===== src/rtl/neander_ctrl.sv =====
// Neander-style accumulator control unit: four-word program memory, fetch/execute
// sequencing, accumulator datapath and Moore-decoded memory strobes.
module neander_ctrl #(
  parameter logic [1:0] RESET_PC = 2'b00
) (
  input  logic       clock,
  input  logic       reset_n,
  input  logic       start,
  output logic [1:0] mem_end,
  output logic       mem_write,
  output logic       mem_read,
  output logic [7:0] mem_din,
  input  logic [7:0] mem_dout,
  output logic [7:0] ac,
  output logic [1:0] pc,
  output logic       flag_n,
  output logic       flag_z,
  output logic       running,
  output logic       halted,
  output logic [1:0] state_dbg
);

  typedef enum logic [1:0] {
    IDLE  = 2'd0,
    FETCH = 2'd1,
    EXEC  = 2'd2,
    HALT  = 2'd3
  } state_t;

  state_t     state;
  state_t     state_next;
  logic [7:0] ir;
  logic [3:0] op;

  assign op = ir[7:4];

  always_ff @(posedge clock or negedge reset_n) begin
    if (!reset_n) begin
      state <= IDLE;
    end else begin
      state <= state_next;
    end
  end

  // Strobes depend only on state and IR, so an async reset drops them at once.
  always_comb begin
    state_next = state;
    mem_end    = 2'b00;
    mem_read   = 1'b0;
    mem_write  = 1'b0;
    case (state)
      IDLE: begin
        if (start) state_next = FETCH;
      end
      FETCH: begin
        mem_end    = pc;
        mem_read   = 1'b1;
        state_next = EXEC;
      end
      EXEC: begin
        case (op)
          4'h1: begin
            mem_end   = ir[1:0];
            mem_write = 1'b1;
          end
          4'h2, 4'h3, 4'h4, 4'h5: begin
            mem_end  = ir[1:0];
            mem_read = 1'b1;
          end
          default: ;
        endcase
        state_next = (op == 4'hF) ? HALT : FETCH;
      end
      HALT: begin
        if (start) state_next = FETCH;
      end
      default: state_next = IDLE;
    endcase
  end

  always_ff @(posedge clock or negedge reset_n) begin
    if (!reset_n) begin
      ir <= 8'h00;
      ac <= 8'h00;
      pc <= RESET_PC;
    end else if (state == FETCH) begin
      ir <= mem_dout;
      pc <= pc + 2'd1;
    end else if (state == EXEC) begin
      // Branch conditions use the flags of the accumulator entering EXEC.
      case (op)
        4'h2: ac <= mem_dout;
        4'h3: ac <= ac + mem_dout;
        4'h4: ac <= ac | mem_dout;
        4'h5: ac <= ac & mem_dout;
        4'h6: ac <= ~ac;
        4'h8: pc <= ir[1:0];
        4'h9: if (flag_n) pc <= ir[1:0];
        4'hA: if (flag_z) pc <= ir[1:0];
        default: ;
      endcase
    end
  end

  assign mem_din   = ac;
  assign flag_n    = ac[7];
  assign flag_z    = (ac == 8'h00);
  assign running   = (state == FETCH) || (state == EXEC);
  assign halted    = (state == HALT);
  assign state_dbg = state;

endmodule


===== config.mk =====
export PLATFORM = sky130hd
export DESIGN_NAME = neander_ctrl
export DESIGN_NICKNAME = d
export VERILOG_FILES = /design/src/rtl/neander_ctrl.sv
export SDC_FILE = /design/constraint.sdc
export NUM_CORES = 1
export LEC_CHECK = 0
export CORE_MARGIN = 8
export CORE_UTILIZATION = 47
export CTS_CLUSTER_SIZE = 25
export DETAILED_ROUTE_END_ITERATION = 10
export PLACE_DENSITY = 0.76
export SLEW_MARGIN = 10
export SYNTH_ARGS = -nofsm -noshare
export SYNTH_HDL_FRONTEND = slang
export SYNTH_SLANG_ARGS = --single-unit

===== constraint.sdc =====
create_clock -name clock -period 2.1 [get_ports clock]
set_input_delay 0.315 -clock clock [delete_from_list [all_inputs] [get_ports clock]]
set_output_delay 0.315 -clock clock [all_outputs]
set_load 0.005 [all_outputs]

==> run metrics, run 1 <==
# port buffers 38; pwr dens 1580 mW/mm^2; area share of the largest cell type after synthesis 23.6%; Final Skew 0.00597 ns; DR pass1 iterations 4; Slowest-stage cell, CP clkdlybuf4s50_1; # IOs 39; path depth of the worst reg2reg path 8; core area 0.00394 mm^2; Final HPWL DP 4.25 mm; CTS buffer count 3; Die Area 0.00636 mm^2; CTS Root Cell clkbuf_8; syn nets 264; initial antenna violation count 0; Synth Register Bits 18; Post-Route WL 5.73 mm; # clock sinks 18; simple-gate portion of the synthesized area 21.4%; Max Cap Viol 0; first-pass GRT wire length 8.84 mm; Nets 338; share of cells above drive strength 1 29.5%; worst skew pair latency 0.26 ns; critical-path cell list clkdlybuf4s50_1 > inv_2 > ha_4 > buf_4 > a221oi_4 > and3_1 > o21ai_0 > a221oi_1; CP required 2.26 ns; DIE HEIGHT 79.7 um; vias per cell 5.56; largest family of logic cells by synthesized area compound AO/OA/AOI/OAI gates; worst slew pin tran 0.314 ns; Hold WS 0.387 ns; CTS max path bufs 2; syn_area_per_cell 8.23 um^2; crit-path max FO 4; Area growth syn-to-layout 44.6%; cell taking the most area after synthesis dfrtp_1; Final Hold Fails 0; cell area after synthesis 0.00191 mm^2; R2R Path Start ac[0]$_DFFE_PN0P_; sequential area share after synthesis 23.6%; crit path capture type flop; drc violations 0; Critical Path AT 2.22 ns; status finished, final reports clean; ys async rst share 100%; ANT cells 0; post-synthesis mux area share 6.42%; Remaining Overflow, GRT 0; routability congestion estimate from global placement 0.939; xor/xnor share of the synthesized area 0.917%; HP Class input pin to async pin; Top Family by Delay on Critical Path compound AO/OA/AOI/OAI gates; H-tree Lvls 1; WL per Instance 16.1 um; Buf/Inv on CP 3; Slew Limit Headroom 79.0%; # rows 23; complex-gate fraction of the synthesized area 22.6%; Max IR drop VDD 760 uV; reg-to-reg critical path endpoint ac[6]$_DFFE_PN0P_; period utilization 98.1%; Post-synth EDFFs 0; crit-path max cell delay 0.50 ns; via count 1,973; Starting Density 48.4%; Final Util 70.0%; YS warnings 0; GRT Total Usage 17.1%; final setup violation count 0; achievable clock frequency 0.486 GHz; reg-to-reg slack, setup 0.08 ns; fin. max-slew vios 0; largest net degree at the start of global routing 21; setup TNS 0 ns; critical path startpoint category input pin; synth unique cells 57; hold buffer count at CTS 0; DRT iter0 DRCs 139; ys flop type dfrtp_1; Clock transition at path regs 0.08 ns; area share of fa/ha/maj cells after synthesis 14.2%; critical path class input pin to flop; die span in x 79.7 um; Mapped Cells 232; Detail Route Antenna Nets 0; top cells by area, synth dfrtp_1 24%, ha_1 13%, mux2_2 5.9%; CTS tree done; vias in the first global route 1,887; minimum clock period 2.06 ns; Pleak 1.27 nW; RSZ-0062 raised after global routing true
## synthesized netlist by cell type (2+ instances only)
cell / n
inv_1: 23
o21ai_0: 22
ha_1: 20
dfrtp_1: 18
nor2_1: 15
mux2_2: 10
buf_4: 9
nand2_1: 9
nor2b_1: 9
a21oi_1: 8
buf_2: 8
nand3_1: 6
nand2b_1: 5
nor3_1: 5
and3_1: 4
a221o_1: 3
clkbuf_1: 3
nand3b_1: 3
nor3b_1: 3
o221ai_1: 3
a211oi_1: 2
a22o_1: 2
a22oi_1: 2
a31oi_1: 2
and3b_1: 2
nand4_1: 2
o21ai_1: 2
o2bb2ai_1: 2
or4_4: 2
## cell families (layout without fill, tap and decap cells)
| family | count (synthesis) | count (layout) |
|---|---|---|
| xor+xnor | 2 | 2 |
| flops | 18 | 18 |
| fa+ha+maj | 21 | 21 |
| buf+inv | 44 | 117 |
| mux | 11 | 11 |
| compound gates | 64 | 64 |
| simple gates | 72 | 72 |
## worst reg2reg max path: cells and delay by family (launching register included)
kind	cells	cell delay, ns
AOI/OAI and AO/OA	2	0.30
adders and majority gates	2	0.60
buffers and inverters	1	0.05
DFF	1	0.36
muxes	2	0.46
and+or+nand+nor	1	0.13
## cells in the final DEF (no fill, tap or decap), types with 6 or more instances in the layout
master / instances
mux2_2: 10
nor2_1: 14
nand3_1: 6
buf_4: 50
dfrtp_1: 16
a21oi_1: 8
ha_1: 15
clkdlybuf4s50_1: 33
nor2b_1: 7
nand2_1: 9
inv_1: 21
o21ai_0: 22
## area by class of cell
class	count	area [um^2]
Multi-Input combinational cell	170	1330
Inverter	23	86.3
Clock buffer	4	55.1
Fill cell	303	1180
Tap cell	50	62.6
Timing Repair Buffer	90	772
Sequential cell	18	453
## sequential cells by signal (all words and copies together), names as in the netlist
name,count
ac,8
ir,6
pc,2
state_dbg,2
## through the flow
step	instance area [um^2]	power, W	std cells	setup slack, ns
finish	2760	0.00436	355	0.0405
floorplan	1910	0.00248	232	0.0828
detailed placement	2580	0.00381	346	-0.403
global route	2760	0.00470	355	-0.0450
CTS	2660	0.00414	352	0.00464
global placement	2580	0.00372	346	-0.342
## where the power goes
part           leakage [nW]  switching (W)  total (W)  internal [W]
sequential            0.207       0.000185   0.000718      0.000533
combinational          1.03        0.00156    0.00334       0.00179
clock                0.0288       0.000134   0.000301      0.000167
## repair_timing
item / 4_1_cts / 5_1_grt
resized for setup: 11 / 17
hold endpoints to repair: 0 / 0
setup endpoints to repair: 6 / 6
setup buffers: 2 / 3
pin swaps: 4 / 7
## metal layers
layer / wire length, um / global-route usage [%] / up-vias
li1: - / - / 971
met1: 2490 / 21.2 / 933
met2: 2870 / 30.2 / 62
met3: 311 / 2.03 / 7
met4: 66 / 5.27 / 0
met5: 0 / 0 / -
## how the worst max path moves through the flow
stage / from / to / slack (ns) / depth (start not counted)
4_1_cts: mem_dout[4] / ac[7]$_DFFE_PN0P_ / 0.005 / 8
3_5_place_dp: mem_dout[0] / ac[6]$_DFFE_PN0P_ / -0.40 / 9
2_1_floorplan: ac[0]$_DFFE_PN0P_ / ac[6]$_DFFE_PN0P_ / 0.08 / 8
6_report: mem_dout[4] / ac[5]$_DFFE_PN0P_ / 0.04 / 8
3_3_place_gp: mem_dout[0] / ac[6]$_DFFE_PN0P_ / -0.34 / 9
5_1_grt: mem_dout[4] / ac[7]$_DFFE_PN0P_ / -0.05 / 8
No activity file was read; power rests on OpenSTA's default activity.
==> inputs of run 2 (changes only) <==
--- a/config.mk
+++ b/config.mk
@@ -10,6 +10,7 @@
 export CTS_CLUSTER_SIZE = 25
 export DETAILED_ROUTE_END_ITERATION = 10
 export PLACE_DENSITY = 0.76
+export RECOVER_POWER = 25
 export SLEW_MARGIN = 10
 export SYNTH_ARGS = -nofsm -noshare
 export SYNTH_HDL_FRONTEND = slang
==> run 2 against run 1 <==
  * Critical path type unchanged
  * Routed wire length about the same
  * Critical path depth is the same
  * Hold slack improved by 0.16 ns
  * Register-to-register slack about the same
  * Fmax is the same
  * Non-clock buffer count unchanged
  * Final cell count stayed put
  * Clock power is essentially flat
  * Power barely moved
  * Highest routed layer unchanged
==> run metrics, run 2 (synthesized netlist as in run 1, its figures left out) <==
Max Cap Viol 0 (unchanged); vias in the first global route 1,887 (unchanged); status finished, final reports clean; Die Area 0.00636 mm^2 (unchanged); CTS buffer count 3 (unchanged); core area 0.00394 mm^2 (unchanged); Detail Route Antenna Nets 0 (unchanged); Slew Limit Headroom 29.5% (-50 points); critical path class input pin to flop; Final HPWL DP 4.25 mm (unchanged); commonest cells after routing, fill and taps aside 49 x buf_4, 32 x clkdlybuf4s50_1, 22 x o21ai_0; DIE HEIGHT 79.7 um (unchanged); setup TNS 0 ns (unchanged); # rows 23 (unchanged); final setup violation count 0 (unchanged); CTS max path bufs 2 (unchanged); RSZ-0062 raised after global routing true; Max IR drop VDD 760 uV (about the same); via count 1,972 (-0.051%); Top reg by flops ac; Largest register FFs 8 (unchanged); crit-path max cell delay 0.50 ns (about the same); Final Hold Fails 0 (unchanged); worst skew pair latency 0.26 ns (about the same); Critical Path AT 2.22 ns (about the same); WL per Instance 16.1 um (about the same); Starting Density 48.4% (unchanged); crit-path max FO 4 (unchanged); routability congestion estimate from global placement 0.939 (unchanged); CTS Root Cell clkbuf_8; Post-Route WL 5.73 mm (about the same); drc violations 0 (unchanged); Placement Cell Area 0.00258 mm^2 (unchanged); vias per cell 5.55 (about the same); biggest regs ac x8, ir x6; design area 0.00276 mm^2 (-0.14%); HP Class flop to flop; Nets 338 (unchanged); share of cells above drive strength 1 29.2% (-0.33 points); period utilization 98.1% (unchanged); initial antenna violation count 0 (unchanged); die span in x 79.7 um (unchanged); minimum clock period 2.06 ns (unchanged); Cell Count, Final, Fillers Out 355 (unchanged); hold buffer count at CTS 0 (unchanged); CTS tree done; Cells after DPL 346 (unchanged); pwr dens 1580 mW/mm^2 (+0.10%); Remaining Overflow, GRT 0 (unchanged); # IOs 39 (unchanged); Clock transition at path regs 0.08 ns (about the same); post-placement worst setup slack -0.403 ns (unchanged); CP required 2.26 ns (about the same); critical-path cell list clkdlybuf4s50_1 > inv_2 > ha_4 > buf_4 > a221oi_4 > and3_1 > o21ai_0 > a221oi_1; Hold WS 0.552 ns (+0.164 ns); worst slew pin tran 1.06 ns (+0.743 ns); DR pass1 iterations 4 (unchanged); H-tree Lvls 1 (unchanged); Pleak 1.26 nW (-0.27%); # clock sinks 18 (unchanged); reg-to-reg slack, setup 0.08 ns (about the same); GRT Total Usage 17.1% (unchanged); Slowest-stage cell, CP clkdlybuf4s50_1; fin. max-slew vios 0 (unchanged); achievable clock frequency 0.486 GHz (unchanged); ANT cells 0 (unchanged); # port buffers 38 (unchanged); Final Skew 0.00597 ns (unchanged); Area growth syn-to-layout 44.4%; crit path capture type flop; largest net degree at the start of global routing 21 (unchanged); commonest non-fill, non-tap cell in the layout buf_4; critical path startpoint category input pin; DRT iter0 DRCs 139 (unchanged); Final WS setup 0.0405 ns (unchanged); first-pass GRT wire length 8.84 mm (unchanged)
run 2: cell count changes in the layout (fill, tap and decap cells not counted), sizes merged:
cell | previous run | this run
buf | 52 | 51
clkbuf | 4 | 5
clkdlybuf4s50 | 33 | 32
dlygate4sd3 | 0 | 1
run 2: final cells by class:
| class | count | area [um^2] |
|---|---|---|
| Multi-Input combinational cell | 170 | 1330 |
| Clock buffer | 4 | 55.1 |
| Timing Repair Buffer | 90 | 768 |
| Sequential cell | 18 | 453 |
| Fill cell | 305 | 1180 |
| Tap cell | 50 | 62.6 |
| Inverter | 23 | 86.3 |
run 2: stage by stage:
step           total power [W]  utilization (%)
2_1_floorplan          0.00248                -
3_3_place_gp           0.00372             65.5
3_5_place_dp           0.00381             65.5
4_1_cts                0.00414             67.6
5_1_grt                0.00470             69.9
6_report               0.00436             69.9
run 2: per-layer routing:
| metal | part of all wire (%) | track usage [%] | wire, um |
|---|---|---|---|
| met5 | 0 | 0 | 0 |
| met2 | 50 | 30.2 | 2870 |
| met4 | 1.2 | 5.27 | 66 |
| met1 | 43 | 21.2 | 2490 |
| met3 | 5.4 | 2.03 | 311 |
run 2: critical path: cells and delay by family:
| kind | cells | cell delay (ns) |
|---|---|---|
| adders and majority gates | 1 | 0.24 |
| buffers and inverters | 3 | 0.71 |
| AOI/OAI and AO/OA | 3 | 0.76 |
| and+or+nand+nor | 1 | 0.20 |
run 2: timing repair:
item                       4_1_cts  5_1_grt
setup buffers                    2        3
pin swaps                        4        7
setup endpoints to repair        6        6
resized for setup               11       17
run 2: path summary, 6_finish.rpt:
kind | cells after the start | end | startpoint
worst max-delay path | 8 | ac[5]$_DFFE_PN0P_ | mem_dout[4]
worst min-delay path | 1 | ir[1]$_DFFE_PN0P_ | ir[1]$_DFFE_PN0P_
worst max register to register | 8 | ac[6]$_DFFE_PN0P_ | ac[0]$_DFFE_PN0P_
worst min register to register | 1 | ir[1]$_DFFE_PN0P_ | ir[1]$_DFFE_PN0P_
max in group asynchronous | 2 | ir[6]$_DFFE_PN0P_ | reset_n
min in group asynchronous | 2 | state_dbg[1]$_DFFE_PN0P_ | reset_n
run 2: power breakdown:
group | internal, W | total [W] | leakage [nW] | switching [W]
Combinational | 0.00179 | 0.00334 | 1.03 | 0.00156
Sequential | 0.000532 | 0.000717 | 0.207 | 0.000185
Clock | 0.000167 | 0.000301 | 0.0288 | 0.000134
==> inputs of run 3 (changes only) <==
--- a/config.mk
+++ b/config.mk
@@ -5,12 +5,14 @@
 export SDC_FILE = /design/constraint.sdc
 export NUM_CORES = 1
 export LEC_CHECK = 0
+export CAP_MARGIN = 20
 export CORE_MARGIN = 8
 export CORE_UTILIZATION = 47
 export CTS_CLUSTER_SIZE = 25
 export DETAILED_ROUTE_END_ITERATION = 10
 export PLACE_DENSITY = 0.76
 export RECOVER_POWER = 25
+export SKIP_CTS_REPAIR_TIMING = 1
 export SLEW_MARGIN = 10
 export SYNTH_ARGS = -nofsm -noshare
 export SYNTH_HDL_FRONTEND = slang
==> run 3 against run 2 <==
  * Fmax grew 2.2%
  * Clock skew grew 0.0011 ns
  * Hold slack lost 0.081 ns
  * Clock power is essentially flat
  * Critical path depth grew 1
  * Power grew 0.17%
  * Non-clock buffer count is the same
  * Combinational power is essentially flat
  * Critical endpoint is now ac[6]$_DFFE_PN0P_
  * Largest cell class unchanged
==> run metrics, run 3 (synthesized netlist as in run 1, its figures left out) <==
largest net degree at the start of global routing 21 (unchanged); Cells after DPL 346 (unchanged); Max IR drop VDD 824 uV (+8.4%); Remaining Overflow, GRT 0 (unchanged); DR pass1 iterations 4 (unchanged); minimum clock period 2.02 ns (-0.0444 ns); Largest register FFs 8 (unchanged); Detail Route Antenna Nets 0 (unchanged); Slowest-stage cell, CP clkdlybuf4s50_1; critical-path cell list clkdlybuf4s50_1 > inv_2 > ha_4 > buf_4 > o21a_1 > o31a_1 > mux2i_1 > o221ai_1 > mux2_2; # IOs 39 (unchanged); via count 1,975 (+0.15%); Final HPWL DP 4.25 mm (unchanged); die span in x 79.7 um (unchanged); Slew Limit Headroom 27.6% (-1.9 points); Cell Count, Final, Fillers Out 355 (unchanged); H-tree Lvls 1 (unchanged); Pleak 1.33 nW (+5.2%); CP required 2.25 ns (about the same); Max Cap Viol 0 (unchanged); Die Area 0.00636 mm^2 (unchanged); drc violations 0 (unchanged); total power 0.00437 W (+0.17%); HP Class input pin to flop; commonest non-fill, non-tap cell in the layout buf_4; CTS max path bufs 2 (unchanged); pwr dens 1570 mW/mm^2 (-0.60%); crit-path max FO 3 (-1); share of cells above drive strength 1 29.2% (unchanged); period utilization 96.0% (-2.1 points); Post-Route WL 5.68 mm (-0.91%); biggest regs ac x8, ir x6; commonest cells after routing, fill and taps aside 49 x buf_4, 31 x clkdlybuf4s50_1, 22 x o21ai_0; GRT Total Usage 16.9% (-0.23 points); DIE HEIGHT 79.7 um (unchanged); routability congestion estimate from global placement 0.939 (unchanged); # clock sinks 18 (unchanged); critical path startpoint category input pin; first-pass GRT wire length 8.75 mm (-1.0%); crit path capture type flop; Area growth syn-to-layout 45.5%; vias per cell 5.56 (+0.15%); CTS tree done; Top reg by flops ac; # port buffers 38 (unchanged); Nets 338 (unchanged); Layout fillers 301 (-1.3%); final setup violation count 0 (unchanged); Clock transition at path regs 0.08 ns (about the same); worst skew pair latency 0.26 ns (about the same); vias in the first global route 1,880 (-0.37%); Critical Path AT 2.17 ns (-0.05 ns); achievable clock frequency 0.496 GHz (+2.2%); Final Hold Fails 0 (unchanged); worst slew pin tran 1.09 ns (+0.0279 ns); DRT iter0 DRCs 141 (+1.4%); Final Skew 0.00711 ns (+0.00114 ns); status finished, final reports clean; crit-path max cell delay 0.50 ns (about the same); initial antenna violation count 0 (unchanged); # rows 23 (unchanged); CTS Root Cell clkbuf_8; CTS buffer count 3 (unchanged); ANT cells 0 (unchanged); core area 0.00394 mm^2 (unchanged); WL per Instance 16.0 um (-0.91%); fin. max-slew vios 0 (unchanged); critical path class input pin to flop; Starting Density 48.4% (unchanged)
run 3: critical path, delay by kind of cell:
family	cells	cell delay (ns)
buffers and inverters	3	0.69
multiplexers	2	0.46
AO/OA/AOI/OAI	3	0.44
adder cells (fa/ha/maj)	1	0.26
run 3: final timing paths:
check                                        from                  endpoint  slack (ns)  depth (start not counted)
worst max register to register  ac[0]$_DFFE_PN0P_         ac[6]$_DFFE_PN0P_        0.12                          8
max in group asynchronous                 reset_n         ir[6]$_DFFE_PN0P_        0.60                          2
worst min-delay path                  mem_dout[0]         ir[0]$_DFFE_PN0P_        0.47                          3
worst min register to register  ir[1]$_DFFE_PN0P_         ir[1]$_DFFE_PN0P_        0.54                          1
min in group asynchronous                 reset_n  state_dbg[1]$_DFFE_PN0P_        0.77                          2
worst max-delay path                  mem_dout[4]         ac[6]$_DFFE_PN0P_        0.08                          9
run 3: power by group:
part / internal (W) / switching [W] / total, W
sequential: 0.000533 / 0.000179 / 0.000712
combinational: 0.00180 / 0.00155 / 0.00336
clock: 0.000167 / 0.000134 / 0.000301
total: 0.00250 / 0.00187 / 0.00437
run 3: layout make-up:
cell class | count | area, um^2 | share of cell area [%]
multi-input cells | 170 | 1330 | 48.0
repair buffers | 90 | 790 | 28.4
flip-flops and latches | 18 | 453 | 16.3
inverters | 23 | 86.3 | 3.11
well taps | 50 | 62.6 | 2.25
clock buffers | 4 | 55.1 | 1.98
run 3: routing by layer:
layer  global-route usage (%)  up-vias  wire [um]
met5                        0        -          0
met4                     5.27        0         78
met1                     21.0      944       2460
met3                     2.03        7        248
li1                         -      964          -
met2                     29.6       60       2890
run 3: stage by stage:
stage / instance area [um^2] / setup slack [ns] / util (%) / hold slack, ns / TNS, ns
after floorplan: 1910 / 0.0828 / - / 0.0194 / 0
after global placement: 2580 / -0.342 / 65.5 / 0.528 / -1.28
after detailed placement: 2580 / -0.403 / 65.5 / 0.533 / -1.65
after CTS: 2640 / -0.236 / 66.9 / 0.403 / -1.09
after global routing: 2780 / -0.0265 / 70.5 / 0.485 / -0.0365
final: 2780 / 0.0849 / 70.5 / 0.470 / 0
==> patch 1, RTL diff (config.mk and constraints of run 3) <==
Register the inputs `start` and `mem_dout` before use. The logic sees them one clock later.
--- a/src/rtl/neander_ctrl.sv
+++ b/src/rtl/neander_ctrl.sv
@@ -27,6 +27,14 @@
     HALT  = 2'd3
   } state_t;
 
+  logic start_q;
+  logic [7:0] mem_dout_q;
+
+  always_ff @(posedge clock) begin
+    start_q    <= start;
+    mem_dout_q <= mem_dout;
+  end
+
   state_t     state;
   state_t     state_next;
   logic [7:0] ir;
@@ -50,7 +58,7 @@
     mem_write  = 1'b0;
     case (state)
       IDLE: begin
-        if (start) state_next = FETCH;
+        if (start_q) state_next = FETCH;
       end
       FETCH: begin
         mem_end    = pc;
@@ -72,7 +80,7 @@
         state_next = (op == 4'hF) ? HALT : FETCH;
       end
       HALT: begin
-        if (start) state_next = FETCH;
+        if (start_q) state_next = FETCH;
       end
       default: state_next = IDLE;
     endcase
@@ -84,15 +92,15 @@
       ac <= 8'h00;
       pc <= RESET_PC;
     end else if (state == FETCH) begin
-      ir <= mem_dout;
+      ir <= mem_dout_q;
       pc <= pc + 2'd1;
     end else if (state == EXEC) begin
       // Branch conditions use the flags of the accumulator entering EXEC.
       case (op)
-        4'h2: ac <= mem_dout;
-        4'h3: ac <= ac + mem_dout;
-        4'h4: ac <= ac | mem_dout;
-        4'h5: ac <= ac & mem_dout;
+        4'h2: ac <= mem_dout_q;
+        4'h3: ac <= ac + mem_dout_q;
+        4'h4: ac <= ac | mem_dout_q;
+        4'h5: ac <= ac & mem_dout_q;
         4'h6: ac <= ~ac;
         4'h8: pc <= ir[1:0];
         4'h9: if (flag_n) pc <= ir[1:0];
Formal check against the unedited RTL: not equivalent (a bounded check fails within 4 cycles, from zero or initial values and one cycle with reset_n low).
==> patch 1 against run 3 <==
  * Routed wire length decreased by 6.0%
  * Cell area shrank 4.6%
  * Total power is 6.9% lower
  * Via count is 2.8% lower
  * Area after synthesis is 5.6% higher
  * Sequential share of layout area up 7.6 points
  * Setup slack got worse by 0.078 ns
  * Sequential cell count up 9
==> patch 1: results <==
group,metric,value,unit
cells_and_area,num-nets-final,317,
logic_synthesis,synth_cells,237,
detailed_routing,avgRoutedWirePerCell,15.88,um
cells_and_area,reg.largest.list,"ac (8), mem_dout_q (8), ir (6)",
timing,maxSlewHeadroom,28.71,%
timing,clock_skew,0.009782,ns
run_status,outcome,"finished, final reports clean",
worst_setup_path,reg2reg_slack,0.04,ns
worst_setup_path,worstReg2RegStart,"ac[1]",
cells_and_area,clock_buffers,3,
worst_hold_path,whs_path_depth,1,
logic_synthesis,synth-seq-cells,27,
logic_synthesis,synth_xor_area_share,2.171,%
cells_and_area,final-nonclk-buf-share,21.94,%
worst_hold_path,holdCritStartpoint,"mem_dout_q[6]",
logic_synthesis,synthAdderAreaFrac,13.40,%
worst_setup_path,rr_endpoint,"ac[5]",
cells_and_area,nMultiInputCombCells,168,
worst_setup_path,reg2regPathDepth,7,
detailed_routing,wl_met3,320,um
logic_synthesis,yosysUniqueCellTypes,51,
global_routing,grt_pass1_vias,1842,
detailed_routing,met1Wirelength,2237,um
logic_synthesis,yosys-top-cells-count,"nor2_1 (24), inv_1 (22), ha_1 (20)",
clock_network,clk_latency,0.28,ns
logic_synthesis,synth_compound_gate_area_share,20.35,%
global_routing,grt_max_degree,23,
logic_synthesis,ys_seq_area_share,31.27,%
detailed_routing,wl_met2,2696,um
global_routing,grt_use_met1,19.40,%
worst_hold_path,hold_class,"reg -> reg",
logic_synthesis,synthArstFlopShare,66.67,%
cells_and_area,inv_count,22,
placed_design,dp_cells,330,
placed_design,place_congestion,0.8468,
## patch 1: power by group
group | leakage (nW) | internal, mW | total, mW | switching [mW]
clock | 0.0217 | 0.135 | 0.305 | 0.171
combinational | 0.913 | 1.44 | 2.85 | 1.40
sequential | 0.286 | 0.702 | 0.914 | 0.212
total | 1.22 | 2.28 | 4.07 | 1.79
## patch 1: through the flow
stage          instance area (um^2)  total power [mW]  util (%)  hold slack [ns]  setup slack [ns]
6_report                       2651             4.065     62.62           0.5511          0.006862
5_1_grt                        2651             4.387     62.62           0.5639           -0.1362
4_1_cts                        2580             3.953     60.93           0.3703           -0.2645
3_5_place_dp                   2531             3.633     59.78           0.5377          -0.03848
3_3_place_gp                   2531             3.576     59.78           0.5315           0.01934
2_1_floorplan                  2017             2.546         -          0.01941           0.01843
## patch 1: logic make-up after synthesis
| kind of cell | count (synthesis) |
|---|---|
| simple gates | 75 |
| compound gates | 59 |
| buf+inv | 42 |
| flops | 27 |
| fa+ha+maj | 21 |
| mux | 8 |
| xor+xnor | 5 |
==> patch 2, RTL diff (flow settings as in run 3) <==
Made on the original files. Make the reset (`reset_n`) synchronous in 2 clocked blocks. Comments in the files are not updated.
--- a/src/rtl/neander_ctrl.sv
+++ b/src/rtl/neander_ctrl.sv
@@ -34,7 +34,7 @@
 
   assign op = ir[7:4];
 
-  always_ff @(posedge clock or negedge reset_n) begin
+  always_ff @(posedge clock) begin
     if (!reset_n) begin
       state <= IDLE;
     end else begin
@@ -78,7 +78,7 @@
     endcase
   end
 
-  always_ff @(posedge clock or negedge reset_n) begin
+  always_ff @(posedge clock) begin
     if (!reset_n) begin
       ir <= 8'h00;
       ac <= 8'h00;
Behaviour: differs if reset_n is asserted again (counterexample within 4 cycles, from zero or initial values and one cycle with reset_n low); with reset_n held inactive, the same outputs for 10 cycles.
==> patch 2 against run 3 <==
  * Non-clock buffer count shrank 18
  * Highest routed layer unchanged
  * Largest cell class unchanged
  * Setup slack lost 0.054 ns
  * Sequential cell count is the same
  * Fmax shrank 2.6%
  * Critical path depth shrank 5
  * Critical endpoint is now mem_write
  * Routed wire length shrank 2.9%
  * Area after synthesis shrank 3.2%
  * Cell area shrank 7.6%
  * First-iteration DRC count grew 16%
Power is not compared: it rests on default switching activity, and its combinational part moved more than twofold at a synthesized area within 25%.
==> patch 2: results <==
group,metric,value,unit
logic_synthesis,synthAdderAreaFrac,14.62,%
cells_and_area,num-nets-final,323,
logic_synthesis,yosysUniqueCellTypes,52,
worst_setup_path,critical_path.max_stage_delay,0.49,ns
logic_synthesis,yosys-top-cells-count,"inv_1 (22), nor2_1 (21), ha_1 (20)",
cells_and_area,drive_gt1_share,19.31,%
clock_network,clk_latency,0.26,ns
cells_and_area,nFillCells,315,
worst_setup_path,worstReg2RegStart,"ac[4]",
detailed_routing,first_pass_iters,6,
logic_synthesis,syn_nets,267,
logic_synthesis,synth_cells,235,
logic_synthesis,synth.top_cells.by_area,"dfxtp_1 (19%), ha_1 (14%), mux2i_1 (6.5%)",
logic_synthesis,synth_xor_area_share,1.896,%
global_routing,grt_first_pass_wirelength,8914,um
worst_setup_path,startpoint,"ir[7]",
cells_and_area,instances_no_fill,338,
worst_setup_path,reg2regPathDepth,8,
logic_synthesis,synth_compound_gate_area_share,24.31,%
worst_setup_path,cp_max_fo,11,
worst_hold_path,holdCritStartpoint,"mem_dout[1]",
run_status,outcome,"finished, final reports clean",
timing,maxSlewHeadroom,72.70,%
placed_design,hpwl,4137,um
placed_design,dp_slack,-0.2313,ns
worst_setup_path,rr_endpoint,"ac[6]",
placed_design,place_congestion,0.9959,
placed_design,dp_cells,333,
cells_and_area,final_util,69.12,%
timing,clock_skew,0.004424,ns
logic_synthesis,synthArstFlopShare,0,%
placed_design,placed_area,2417,um^2
logic_synthesis,muxShareOfSynthArea,6.500,%
worst_setup_path,crit_slowest_cell,"clkdlybuf4s50_1",
worst_hold_path,min_to,"ir[1]",
detailed_routing,wl,5512,um
detailed_routing,viasPerCell,5.870,
timing,holdWs,0.4535,ns
timing,finalWorstSetupSlack,0.03097,ns
worst_setup_path,crit_end,"mem_write",
global_routing,grt_use_total,17.50,%
detailed_routing,drt-initial-drc-count,164,
clock_network,clk_pin_slew_worst_paths,0.08,ns
global_routing,grt_max_degree,20,
global_routing,grt_pass1_vias,1889,
==> patch 2: cell count changes after synthesis, moves of 6 or more <==
| cell | run 3 | this run |
|---|---|---|
| mux2i_1 | 1 | 12 |
| dfxtp_1 | 0 | 18 |
| nor2b_1 | 9 | 3 |
| mux2_2 | 10 | 0 |
| dfrtp_1 | 18 | 0 |
| o21ai_0 | 22 | 13 |
| nor2_1 | 15 | 21 |
==> patch 2: routing by layer <==
metal / GRT usage [%] / vias up / wire length (um)
li1: - / 952 / -
met1: 21.64 / 917 / 2312
met5: 0 / - / 0
met2: 29.74 / 105 / 2612
met4: 6.667 / 0 / 70
met3: 2.703 / 10 / 516
==> patch 2: worst min-delay path: cells and delay by family <==
family,cells,cell delay [ns]
muxes,1,0.11
and+or+nand+nor,1,0.07
buffers and inverters,1,0.18
==> patch 2: final cells by class <==
class	instances	share of cell area, %
well taps	48	2.338
multi-input cells	174	52.51
flip-flops and latches	18	14.32
inverters	22	3.215
clock buffers	4	2.143
repair buffers	72	25.47
